===== config.mk =====
export PLATFORM = sky130hd
export DESIGN_NAME = video_timing_gen
export DESIGN_NICKNAME = d
export VERILOG_FILES = /design/src/rtl/video_timing_gen.sv
export SDC_FILE = /design/constraint.sdc
export NUM_CORES = 1
export LEC_CHECK = 0
export CELL_PAD_IN_SITES_DETAIL_PLACEMENT = 0
export CELL_PAD_IN_SITES_GLOBAL_PLACEMENT = 1
export CORE_MARGIN = 2
export CORE_UTILIZATION = 35
export DETAILED_ROUTE_END_ITERATION = 8
export GPL_TIMING_DRIVEN = 0
export PLACE_DENSITY = 0.83
export SLEW_MARGIN = 20
export SYNTH_ARGS = -nofsm -noshare
export SYNTH_HDL_FRONTEND = slang
export SYNTH_SLANG_ARGS = --single-unit
export TNS_END_PERCENT = 30

===== constraint.sdc =====
create_clock -name clock_pixel -period 2.5 [get_ports clock_pixel]
set_input_delay 0.375 -clock clock_pixel [delete_from_list [all_inputs] [get_ports clock_pixel]]
set_output_delay 0.375 -clock clock_pixel [all_outputs]
set_load 0.005 [all_outputs]

===== src/rtl/video_timing_gen.sv =====
`default_nettype none
// ============================================================================
// Module      : video_timing_gen
// Description : Raster timing generator for the dual-projector HDMI path.
//               Two compile-time timing sets, chosen at run time and only
//               swapped on frame boundaries. Raster start/stop is gated on
//               frame boundaries by HDMI_START. Emits syncs, DE, pixel
//               coordinates, a line-fetch request window, line/frame strobes,
//               a frame-sequential stereo eye flag and a frame counter.
// Ports       : clock_pixel, reset (sync, active-high)
//               HDMI_START  run request (sampled in IDLE / last pixel)
//               iMode       timing set request (sampled with HDMI_START)
//               SYNC_H, SYNC_V, DE, oRequest, oX, oY, oLineStart,
//               oFrameStart, oEye, oFrameCount, oMode  (all registered)
// Revision    : 1.0 - initial release
// ============================================================================
module video_timing_gen #(
    parameter int CW     = 12,
    parameter int M0_HA  = 800,
    parameter int M0_HF  = 48,
    parameter int M0_HS  = 32,
    parameter int M0_HB  = 80,
    parameter int M0_VA  = 600,
    parameter int M0_VF  = 3,
    parameter int M0_VS  = 4,
    parameter int M0_VB  = 29,
    parameter int M1_HA  = 800,
    parameter int M1_HF  = 40,
    parameter int M1_HS  = 128,
    parameter int M1_HB  = 88,
    parameter int M1_VA  = 600,
    parameter int M1_VF  = 1,
    parameter int M1_VS  = 4,
    parameter int M1_VB  = 23,
    parameter bit HS_POL = 1'b0,
    parameter bit VS_POL = 1'b0,
    parameter int FCW    = 16
) (
    input  logic           clock_pixel,
    input  logic           reset,
    input  logic           HDMI_START,
    input  logic           iMode,
    output logic           SYNC_H,
    output logic           SYNC_V,
    output logic           DE,
    output logic           oRequest,
    output logic [CW-1:0]  oX,
    output logic [CW-1:0]  oY,
    output logic           oLineStart,
    output logic           oFrameStart,
    output logic           oEye,
    output logic [FCW-1:0] oFrameCount,
    output logic           oMode
);

    localparam logic [0:0] c_ST_IDLE = 1'b0;
    localparam logic [0:0] c_ST_RUN  = 1'b1;

    // Per-mode constants, pre-computed so only a mux sits in the compare path
    localparam logic [CW-1:0] c_M0_HA      = CW'(M0_HA);
    localparam logic [CW-1:0] c_M0_VA      = CW'(M0_VA);
    localparam logic [CW-1:0] c_M0_HS_BEG  = CW'(M0_HA + M0_HF);
    localparam logic [CW-1:0] c_M0_HS_END  = CW'(M0_HA + M0_HF + M0_HS);
    localparam logic [CW-1:0] c_M0_VS_BEG  = CW'(M0_VA + M0_VF);
    localparam logic [CW-1:0] c_M0_VS_END  = CW'(M0_VA + M0_VF + M0_VS);
    localparam logic [CW-1:0] c_M0_HT_LAST = CW'(M0_HA + M0_HF + M0_HS + M0_HB - 1);
    localparam logic [CW-1:0] c_M0_VT_LAST = CW'(M0_VA + M0_VF + M0_VS + M0_VB - 1);
    localparam logic [CW-1:0] c_M1_HA      = CW'(M1_HA);
    localparam logic [CW-1:0] c_M1_VA      = CW'(M1_VA);
    localparam logic [CW-1:0] c_M1_HS_BEG  = CW'(M1_HA + M1_HF);
    localparam logic [CW-1:0] c_M1_HS_END  = CW'(M1_HA + M1_HF + M1_HS);
    localparam logic [CW-1:0] c_M1_VS_BEG  = CW'(M1_VA + M1_VF);
    localparam logic [CW-1:0] c_M1_VS_END  = CW'(M1_VA + M1_VF + M1_VS);
    localparam logic [CW-1:0] c_M1_HT_LAST = CW'(M1_HA + M1_HF + M1_HS + M1_HB - 1);
    localparam logic [CW-1:0] c_M1_VT_LAST = CW'(M1_VA + M1_VF + M1_VS + M1_VB - 1);
    localparam logic [CW-1:0]  c_ONE       = CW'(1);
    localparam logic [FCW-1:0] c_FCNT_ONE  = FCW'(1);

    logic [0:0]     r_state;
    logic [0:0]     w_state_next;
    logic           w_load_mode;
    logic           r_mode;
    logic [CW-1:0]  r_x;
    logic [CW-1:0]  r_y;

    logic [CW-1:0]  w_ha, w_va, w_hs_beg, w_hs_end, w_vs_beg, w_vs_end;
    logic [CW-1:0]  w_ht_last, w_vt_last;
    logic           w_run, w_x_last, w_last_pixel, w_first_pixel;

    logic           r_hsync, r_vsync, r_de, r_req, r_line_start, r_frame_start;
    logic [CW-1:0]  r_ox, r_oy;
    logic           r_eye, r_first;
    logic [FCW-1:0] r_fcnt;

    // Timing of the set currently in use
    assign w_ha      = r_mode ? c_M1_HA      : c_M0_HA;
    assign w_va      = r_mode ? c_M1_VA      : c_M0_VA;
    assign w_hs_beg  = r_mode ? c_M1_HS_BEG  : c_M0_HS_BEG;
    assign w_hs_end  = r_mode ? c_M1_HS_END  : c_M0_HS_END;
    assign w_vs_beg  = r_mode ? c_M1_VS_BEG  : c_M0_VS_BEG;
    assign w_vs_end  = r_mode ? c_M1_VS_END  : c_M0_VS_END;
    assign w_ht_last = r_mode ? c_M1_HT_LAST : c_M0_HT_LAST;
    assign w_vt_last = r_mode ? c_M1_VT_LAST : c_M0_VT_LAST;

    assign w_run         = (r_state == c_ST_RUN);
    assign w_x_last      = (r_x == w_ht_last);
    assign w_last_pixel  = w_x_last && (r_y == w_vt_last);
    assign w_first_pixel = (r_x == '0) && (r_y == '0);

    // Next state; HDMI_START/iMode only matter in IDLE or on the last pixel
    always_comb begin
        w_state_next = r_state;
        w_load_mode  = 1'b0;
        case (r_state)
            c_ST_IDLE: begin
                if (HDMI_START) begin
                    w_state_next = c_ST_RUN;
                    w_load_mode  = 1'b1;
                end
            end
            c_ST_RUN: begin
                if (w_last_pixel) begin
                    if (!HDMI_START) begin
                        w_state_next = c_ST_IDLE;
                    end else begin
                        w_load_mode  = 1'b1;
                    end
                end
            end
            default: w_state_next = c_ST_IDLE;
        endcase
    end

    always_ff @(posedge clock_pixel) begin
        if (reset) begin
            r_state <= c_ST_IDLE;
            r_mode  <= 1'b0;
        end else begin
            r_state <= w_state_next;
            if (w_load_mode) begin
                r_mode <= iMode;
            end
        end
    end

    // Raster counters; held at the origin while idle so RUN starts at (0,0)
    always_ff @(posedge clock_pixel) begin
        if (reset || !w_run) begin
            r_x <= '0;
            r_y <= '0;
        end else if (w_x_last) begin
            r_x <= '0;
            r_y <= (r_y == w_vt_last) ? '0 : (r_y + c_ONE);
        end else begin
            r_x <= r_x + c_ONE;
        end
    end

    // Output stage: one register between counter value and every output
    always_ff @(posedge clock_pixel) begin
        if (reset) begin
            r_hsync       <= ~HS_POL;
            r_vsync       <= ~VS_POL;
            r_de          <= 1'b0;
            r_req         <= 1'b0;
            r_ox          <= '0;
            r_oy          <= '0;
            r_line_start  <= 1'b0;
            r_frame_start <= 1'b0;
        end else begin
            r_hsync       <= (w_run && (r_x >= w_hs_beg) && (r_x < w_hs_end)) ? HS_POL : ~HS_POL;
            r_vsync       <= (w_run && (r_y >= w_vs_beg) && (r_y < w_vs_end)) ? VS_POL : ~VS_POL;
            r_de          <= w_run && (r_x < w_ha) && (r_y < w_va);
            // Request opens one line early so the first active line is prefetched
            r_req         <= w_run && ((r_y == w_vt_last) || (r_y < w_va));
            r_ox          <= w_run ? r_x : '0;
            r_oy          <= w_run ? r_y : '0;
            r_line_start  <= w_run && (r_x == '0);
            r_frame_start <= w_run && w_first_pixel;
        end
    end

    // Stereo eye and frame count advance together with oFrameStart.
    // r_first marks the first frame after leaving IDLE, which restarts the eye.
    always_ff @(posedge clock_pixel) begin
        if (reset) begin
            r_eye   <= 1'b0;
            r_fcnt  <= '0;
            r_first <= 1'b1;
        end else if (!w_run) begin
            r_first <= 1'b1;
        end else if (w_first_pixel) begin
            if (r_first) begin
                r_eye   <= 1'b0;
                r_fcnt  <= c_FCNT_ONE;
                r_first <= 1'b0;
            end else begin
                r_eye   <= ~r_eye;
                r_fcnt  <= r_fcnt + c_FCNT_ONE;
            end
        end
    end

    assign SYNC_H      = r_hsync;
    assign SYNC_V      = r_vsync;
    assign DE          = r_de;
    assign oRequest    = r_req;
    assign oX          = r_ox;
    assign oY          = r_oy;
    assign oLineStart  = r_line_start;
    assign oFrameStart = r_frame_start;
    assign oEye        = r_eye;
    assign oFrameCount = r_fcnt;
    assign oMode       = r_mode;

endmodule
`default_nettype wire


==> impl_metrics.json, run 1 <==
{
  "syn_area_per_cell_um2": 9.12,
  "grt_use_total_pct": 15.4,
  "place_area_um2": 3840,
  "yosysMostFrequentCell": "dfxtp_1",
  "ir_worst_vdd_mv": 0.269,
  "cp_num_buf_inv": 1,
  "avgRoutedWirePerCell_um": 13.6,
  "n_antenna_cell": 0,
  "netlist_area_um2": 3200,
  "synth_async_sr_flop_share_pct": 0,
  "globalplace.congestion": 0.862,
  "yosysSeqAreaShare_pct": 46.3,
  "finalMaxSlewViolations": 0,
  "synthXorXnorAreaFrac_pct": 5.47,
  "synth_compound_area_share_pct": 10.8,
  "ys.flop_type": "dfxtp_1",
  "drc": 0,
  "cts_sinks": 74,
  "timing.final.crit_share_pct": 94.6,
  "portBuffers": 50,
  "antenna_found_initial": 0,
  "core-area_um2": 8810,
  "hold_viol": 0,
  "yosys-top-cells-area": "dfxtp_1 (46%), nor2_1 (4.1%), ha_1 (3.9%), and2_1 (3.7%), xnor2_1 (3.6%)",
  "crit_required_ns": 2.78,
  "grt_pass1_vias": 2643,
  "nFillCells": 863,
  "cpMaxStageDelayCell": "or4b_4",
  "insertion_delay_ns": 0.34,
  "p_leak_nw": 1.48,
  "area_growth_syn_to_layout_pct": 27.3,
  "drv_cap": 0,
  "rows": 34,
  "die_w_um": 99.6,
  "nets": 432,
  "start_util_pct": 36.3,
  "crit_path_max_fanout": 5,
  "viasPerCell": 5.01,
  "yosys_warnings": 0,
  "setup_viol": 0,
  "synth_edf_count": 0,
  "cp_cell_sequence": "inv_1, ha_1, or4b_4, a2111oi_4, nand4_2, or3_1, a21oi_2",
  "synthAdderAreaFrac_pct": 3.91,
  "drt_wl_total_um": 7230,
  "max_freq_ghz": 0.423,
  "synthCells": 351,
  "powerDensity_nw_per_um2": 540,
  "worstPathArrival_ns": 2.65,
  "tightest_slew_ns": 0.626,
  "yosys.area_share.simple_pct": 29.2,
  "critPathLaunchType": "flop",
  "cts_buffer_depth": 2,
  "ys_seq_elements": 74,
  "status": "finished clean",
  "dieArea_um2": 9930,
  "crit_type": "reg2reg",
  "clk_pin_slew_worst_paths_ns": 0.07,
  "critPathMaxStageDelay_ns": 0.57,
  "dr.pass1.iters": 4,
  "cts_root_buf": "clkbuf_8",
  "die_y_um": 99.6,
  "synth_top_family_by_area": "simple AND/OR/NAND/NOR gates",
  "synth_top_area_cell": "dfxtp_1",
  "end_kind": "flop",
  "rsz0062_at_grt": "false",
  "ys_types": 51,
  "period_minus_slack_ns": 2.37,
  "synth_top_area_share_pct": 46.3,
  "drt_iter0_drc": 117,
  "vias": 2657,
  "hold_class": "in2reg",
  "io_pins": 52,
  "place_hpwl_um": 5160,
  "drtAntennaViolNets": 0,
  "mappedNetlistNets": 365,
  "h-tree-depth": 3,
  "grt_pass1_wl_um": 12300,
  "stdcell_area_um2": 4070,
  "holdWs_ns": 0.464,
  "slew_headroom_pct": 58.0,
  "cts_tree": "yes",
  "yosys-top-cells-count": "dfxtp_1 (74), nor2_1 (35), nand2_1 (29)",
  "layout-drive-gt1-share_pct": 10.9,
  "crit_family": "simple AND/OR/NAND/NOR gates",
  "grt_max_degree": 12,
  "gr-total-overflow": 0,
  "synthMuxAreaShare_pct": 0,
  "cts_buffers": 9,
  "skew_ns": 0.00551
}
-- per-stage QoR --
stage | setup TNS [ns] | worst slack, ns | util [%] | total power, mW | instances
after global placement | -2.60 | -0.208 | 43.6 | 1.33 | 509
after floorplan | 0 | 0.0514 | - | 1.29 | 351
after global routing | 0 | 0.00878 | 46.3 | 2.29 | 530
after detailed placement | -3.08 | -0.240 | 43.6 | 1.33 | 509
final | 0 | 0.134 | 46.3 | 2.20 | 530
after CTS | 0 | 0.0414 | 46.2 | 2.24 | 530
-- registers in the layout (all words and copies together) (netlist names) --
register / flops
oFrameCount: 16
oX: 12
oY: 12
r_x: 12
r_y: 12
DE: 1
SYNC_H: 1
SYNC_V: 1
oEye: 1
oFrameStart: 1
oLineStart: 1
oMode: 1
oRequest: 1
r_first: 1
r_state: 1
-- cell type report --
class | count | area (um^2) | area share, %
Multi-Input combinational cell | 249 | 1580 | 38.8
Sequential cell | 74 | 1490 | 36.5
Timing Repair Buffer | 56 | 546 | 13.4
Clock buffer | 12 | 145 | 3.56
Tap cell | 108 | 135 | 3.32
Buffer | 12 | 82.6 | 2.03
Inverter | 16 | 60.1 | 1.47
Clock inverter | 3 | 40.0 | 0.983
-- cell usage in the layout (no fill, tap or decap), types with 4 or more instances in the layout --
cell type / instances
nor2_1: 35
buf_4: 7
clkdlybuf4s50_1: 50
clkbuf_1: 6
nand4_1: 14
ha_1: 10
nand2_1: 29
o21ai_0: 16
clkbuf_8: 10
inv_1: 16
xor2_1: 7
or3_1: 13
nor3_1: 10
nand3_1: 13
buf_6: 4
a21oi_1: 21
and2_1: 19
dfxtp_1: 72
xnor2_1: 13
and3_1: 4
-- worst register-to-register path: stages, from the launching register on --
cell and delay (ns):
dfxtp_4 0.34, inv_1 0.06, ha_1 0.30, or4b_4 0.57, a2111oi_4 0.35, nand4_2 0.18, or3_1 0.37, a21oi_2 0.13
-- power by group --
group          total [mW]  switching (mW)  leakage, nW  internal (mW)
Clock               0.892           0.412       0.0962          0.480
Combinational       0.106          0.0621        0.782         0.0440
Sequential           1.20          0.0104        0.599           1.19
Total                2.20           0.484         1.48           1.72
-- worst paths after layout --
| kind | start | end | slack (ns) | cells past startpoint |
|---|---|---|---|---|
| worst max-delay path | oMode$_SDFFE_PP0P_ | r_y[7]$_SDFFE_PP0N_ | 0.13 | 7 |
| worst min-delay path | reset | oFrameCount[1]$_SDFFE_PP0P_ | 0.46 | 2 |
| worst max register to register | oMode$_SDFFE_PP0P_ | r_y[7]$_SDFFE_PP0N_ | 0.13 | 7 |
| worst min register to register | oEye$_SDFFE_PP0P_ | oEye$_SDFFE_PP0P_ | 0.47 | 2 |
-- cell families (layout without fill, tap and decap cells) --
kind of cell	Yosys count	count (layout)
AO/OA/AOI/OAI	55	55
XOR/XNOR	20	20
adder cells (fa/ha/maj)	10	10
buffers and inverters	28	99
flip-flops	74	74
AND/OR/NAND/NOR	164	164
-- routing by layer --
metal / vias to the layer above / global-route usage, % / part of all wire (%) / routed length [um]
met4: 0 / 6.01 / 1.0 / 72
met2: 57 / 23.9 / 46 / 3310
li1: 1353 / - / - / -
met5: - / 0 / 0 / 0
met3: 6 / 3.72 / 5.1 / 367
met1: 1241 / 20.8 / 48 / 3480
-- repair_timing --
item                                    in CTS  in global routing
pin swaps                                    2                  1
buffers inserted                             6                  0
resized for setup                            3                  4
hold buffers                                 0                  0
endpoints found under the setup margin      22                 13
Note: power is estimated with default switching activity, not from simulation.
==> run 2, diff against run 1 <==
--- a/config.mk
+++ b/config.mk
@@ -11,7 +11,7 @@
 export CORE_UTILIZATION = 35
 export DETAILED_ROUTE_END_ITERATION = 8
 export GPL_TIMING_DRIVEN = 0
-export PLACE_DENSITY = 0.83
+export PLACE_DENSITY = 0.8
 export SLEW_MARGIN = 20
 export SYNTH_ARGS = -nofsm -noshare
 export SYNTH_HDL_FRONTEND = slang
==> constraint.sdc (replaced) <==
create_clock -name clock_pixel -period 2.3 [get_ports clock_pixel]
set_input_delay 0.345 -clock clock_pixel [delete_from_list [all_inputs] [get_ports clock_pixel]]
set_output_delay 0.345 -clock clock_pixel [all_outputs]
set_load 0.005 [all_outputs]
==> impl_metrics.json, run 2 (synthesis results as in run 1) <==
{
  "status": "finished with violations",
  "violations": "setup timing",
  "dr.pass1.iters": 4,
  "start_util_pct": 36.3,
  "vias": 2635,
  "max_freq_ghz": 0.429,
  "die_w_um": 99.6,
  "cts_buffer_depth": 2,
  "slew_headroom_pct": 59.0,
  "cts_tree": "yes",
  "rows": 34,
  "critPathLaunchType": "flop",
  "gr-total-overflow": 0,
  "drt_wl_total_um": 7060,
  "cts_buffers": 9,
  "clk_pin_slew_worst_paths_ns": 0.08,
  "cts_root_buf": "clkbuf_8",
  "regArea_um2": 1500,
  "power_switching_share_pct": 20.8,
  "final_common_cell": "dfxtp_1",
  "portBuffers": 50,
  "viasPerCell": 4.96,
  "rsz0062_at_grt": "true",
  "nFillCells": 825,
  "holdWs_ns": 0.378,
  "period_minus_slack_ns": 2.33,
  "crit_type": "reg2reg",
  "dieArea_um2": 9930,
  "place_hpwl_um": 5040,
  "h-tree-depth": 3,
  "multi_input_area_um2": 1610,
  "grt_pass1_vias": 2576,
  "place_area_um2": 3850,
  "net-switching-power_uw": 571,
  "drv_cap": 0,
  "hold_class": "in2reg",
  "stdcell_area_um2": 4200,
  "end_kind": "flop",
  "avgRoutedWirePerCell_um": 13.3,
  "power_mw": 2.74,
  "crit_path_max_fanout": 6,
  "tightest_slew_ns": 0.612,
  "largest_reg_flops": 16,
  "layout-drive-gt1-share_pct": 14.2,
  "powerDensity_nw_per_um2": 652,
  "globalplace.congestion": 0.802,
  "skew_ns": 0.00932,
  "antenna_found_initial": 0,
  "drtAntennaViolNets": 0,
  "p_leak_nw": 1.52,
  "die_y_um": 99.6,
  "worstPathArrival_ns": 2.62,
  "drc": 0,
  "grt_max_degree": 14,
  "layout_common_cells": "dfxtp_1 (69), clkdlybuf4s50_1 (50), nor2_1 (35), nand2_1 (28), a21oi_1 (21)",
  "ir_worst_vdd_mv": 0.294,
  "p_int_mw": 2.17,
  "n_antenna_cell": 0,
  "hold_viol": 0,
  "insertion_delay_ns": 0.35,
  "fin_ws_ns": -0.0330,
  "pwr-share-seq_pct": 47.5,
  "grt_pass1_wl_um": 12200,
  "timing.final.crit_share_pct": 101,
  "core-area_um2": 8810,
  "area_growth_syn_to_layout_pct": 31.3,
  "io_pins": 52,
  "p_clk_share_pct": 48.2,
  "nets": 432,
  "grt_use_total_pct": 15.5,
  "combPwrFrac_pct": 4.3,
  "crit_required_ns": 2.59,
  "drt_iter0_drc": 106,
  "setup_viol": 2,
  "finalMaxSlewViolations": 0,
  "cts_sinks": 74
}
-- run 2: power by group through the flow --
stage                     clock network [mW]  registers [mW]  logic (mW)
after floorplan                            0            1.34      0.0639
after global routing                    1.41            1.30       0.134
after detailed placement                   0            1.34       0.110
after global placement                     0            1.34       0.108
final                                   1.32            1.30       0.117
after CTS                               1.37            1.30       0.115
-- run 2: per-stage QoR --
| stage | setup WS (ns) | utilization (%) | setup TNS (ns) | std cells |
|---|---|---|---|---|
| final | -0.0330 | 47.7 | -0.0589 | 531 |
| after global routing | -0.0952 | 47.7 | -0.295 | 531 |
| after CTS | 0.0151 | 47.2 | 0 | 529 |
| after detailed placement | -0.176 | 43.8 | -1.23 | 509 |
| after global placement | -0.157 | 43.8 | -0.722 | 509 |
| after floorplan | 0.0158 | - | 0 | 351 |
-- run 2: final cells by class --
class / count / area share [%]
buffer: 11 / 1.85
clock buffer: 9 / 2.95
clock inverter: 7 / 3.36
inverter: 16 / 1.49
multi-input combinational: 249 / 38.3
sequential: 74 / 35.6
tap: 108 / 3.22
timing repair buffer: 57 / 13.2
-- run 2: worst max-delay path, cell delays in order, from the launching register on --
cell and delay [ns]:
dfxtp_4 0.38, ha_4 0.24, or4b_4 0.55, a2111oi_4 0.40, nand4_2 0.21, or3_4 0.37
a21oi_2 0.13
-- run 2: final timing paths --
kind	startpoint	endpoint	slack (ns)	cells past startpoint
setup / recovery	r_x[7]$_SDFF_PP0_	r_y[9]$_SDFFE_PP0N_	-0.03	6
hold reg to reg	oEye$_SDFFE_PP0P_	oEye$_SDFFE_PP0P_	0.48	2
setup reg to reg	r_x[7]$_SDFF_PP0_	r_y[9]$_SDFFE_PP0N_	-0.03	6
hold / removal	reset	oEye$_SDFFE_PP0P_	0.38	2
-- run 2: metal layers --
layer	vias to the layer above	share of wire, %	GRT usage (%)
met5	-	0	0
met2	66	45	24.2
met3	10	5.0	4.78
met4	0	1.8	6.53
met1	1202	48	19.9
li1	1357	-	-
-- run 2: what timing repair did --
item                                    4_1_cts  5_1_grt
gates resized for setup                       4       10
setup buffers                                 4        3
hold buffers                                  0        0
endpoints found under the setup margin       14       34
pin swaps                                     3        4
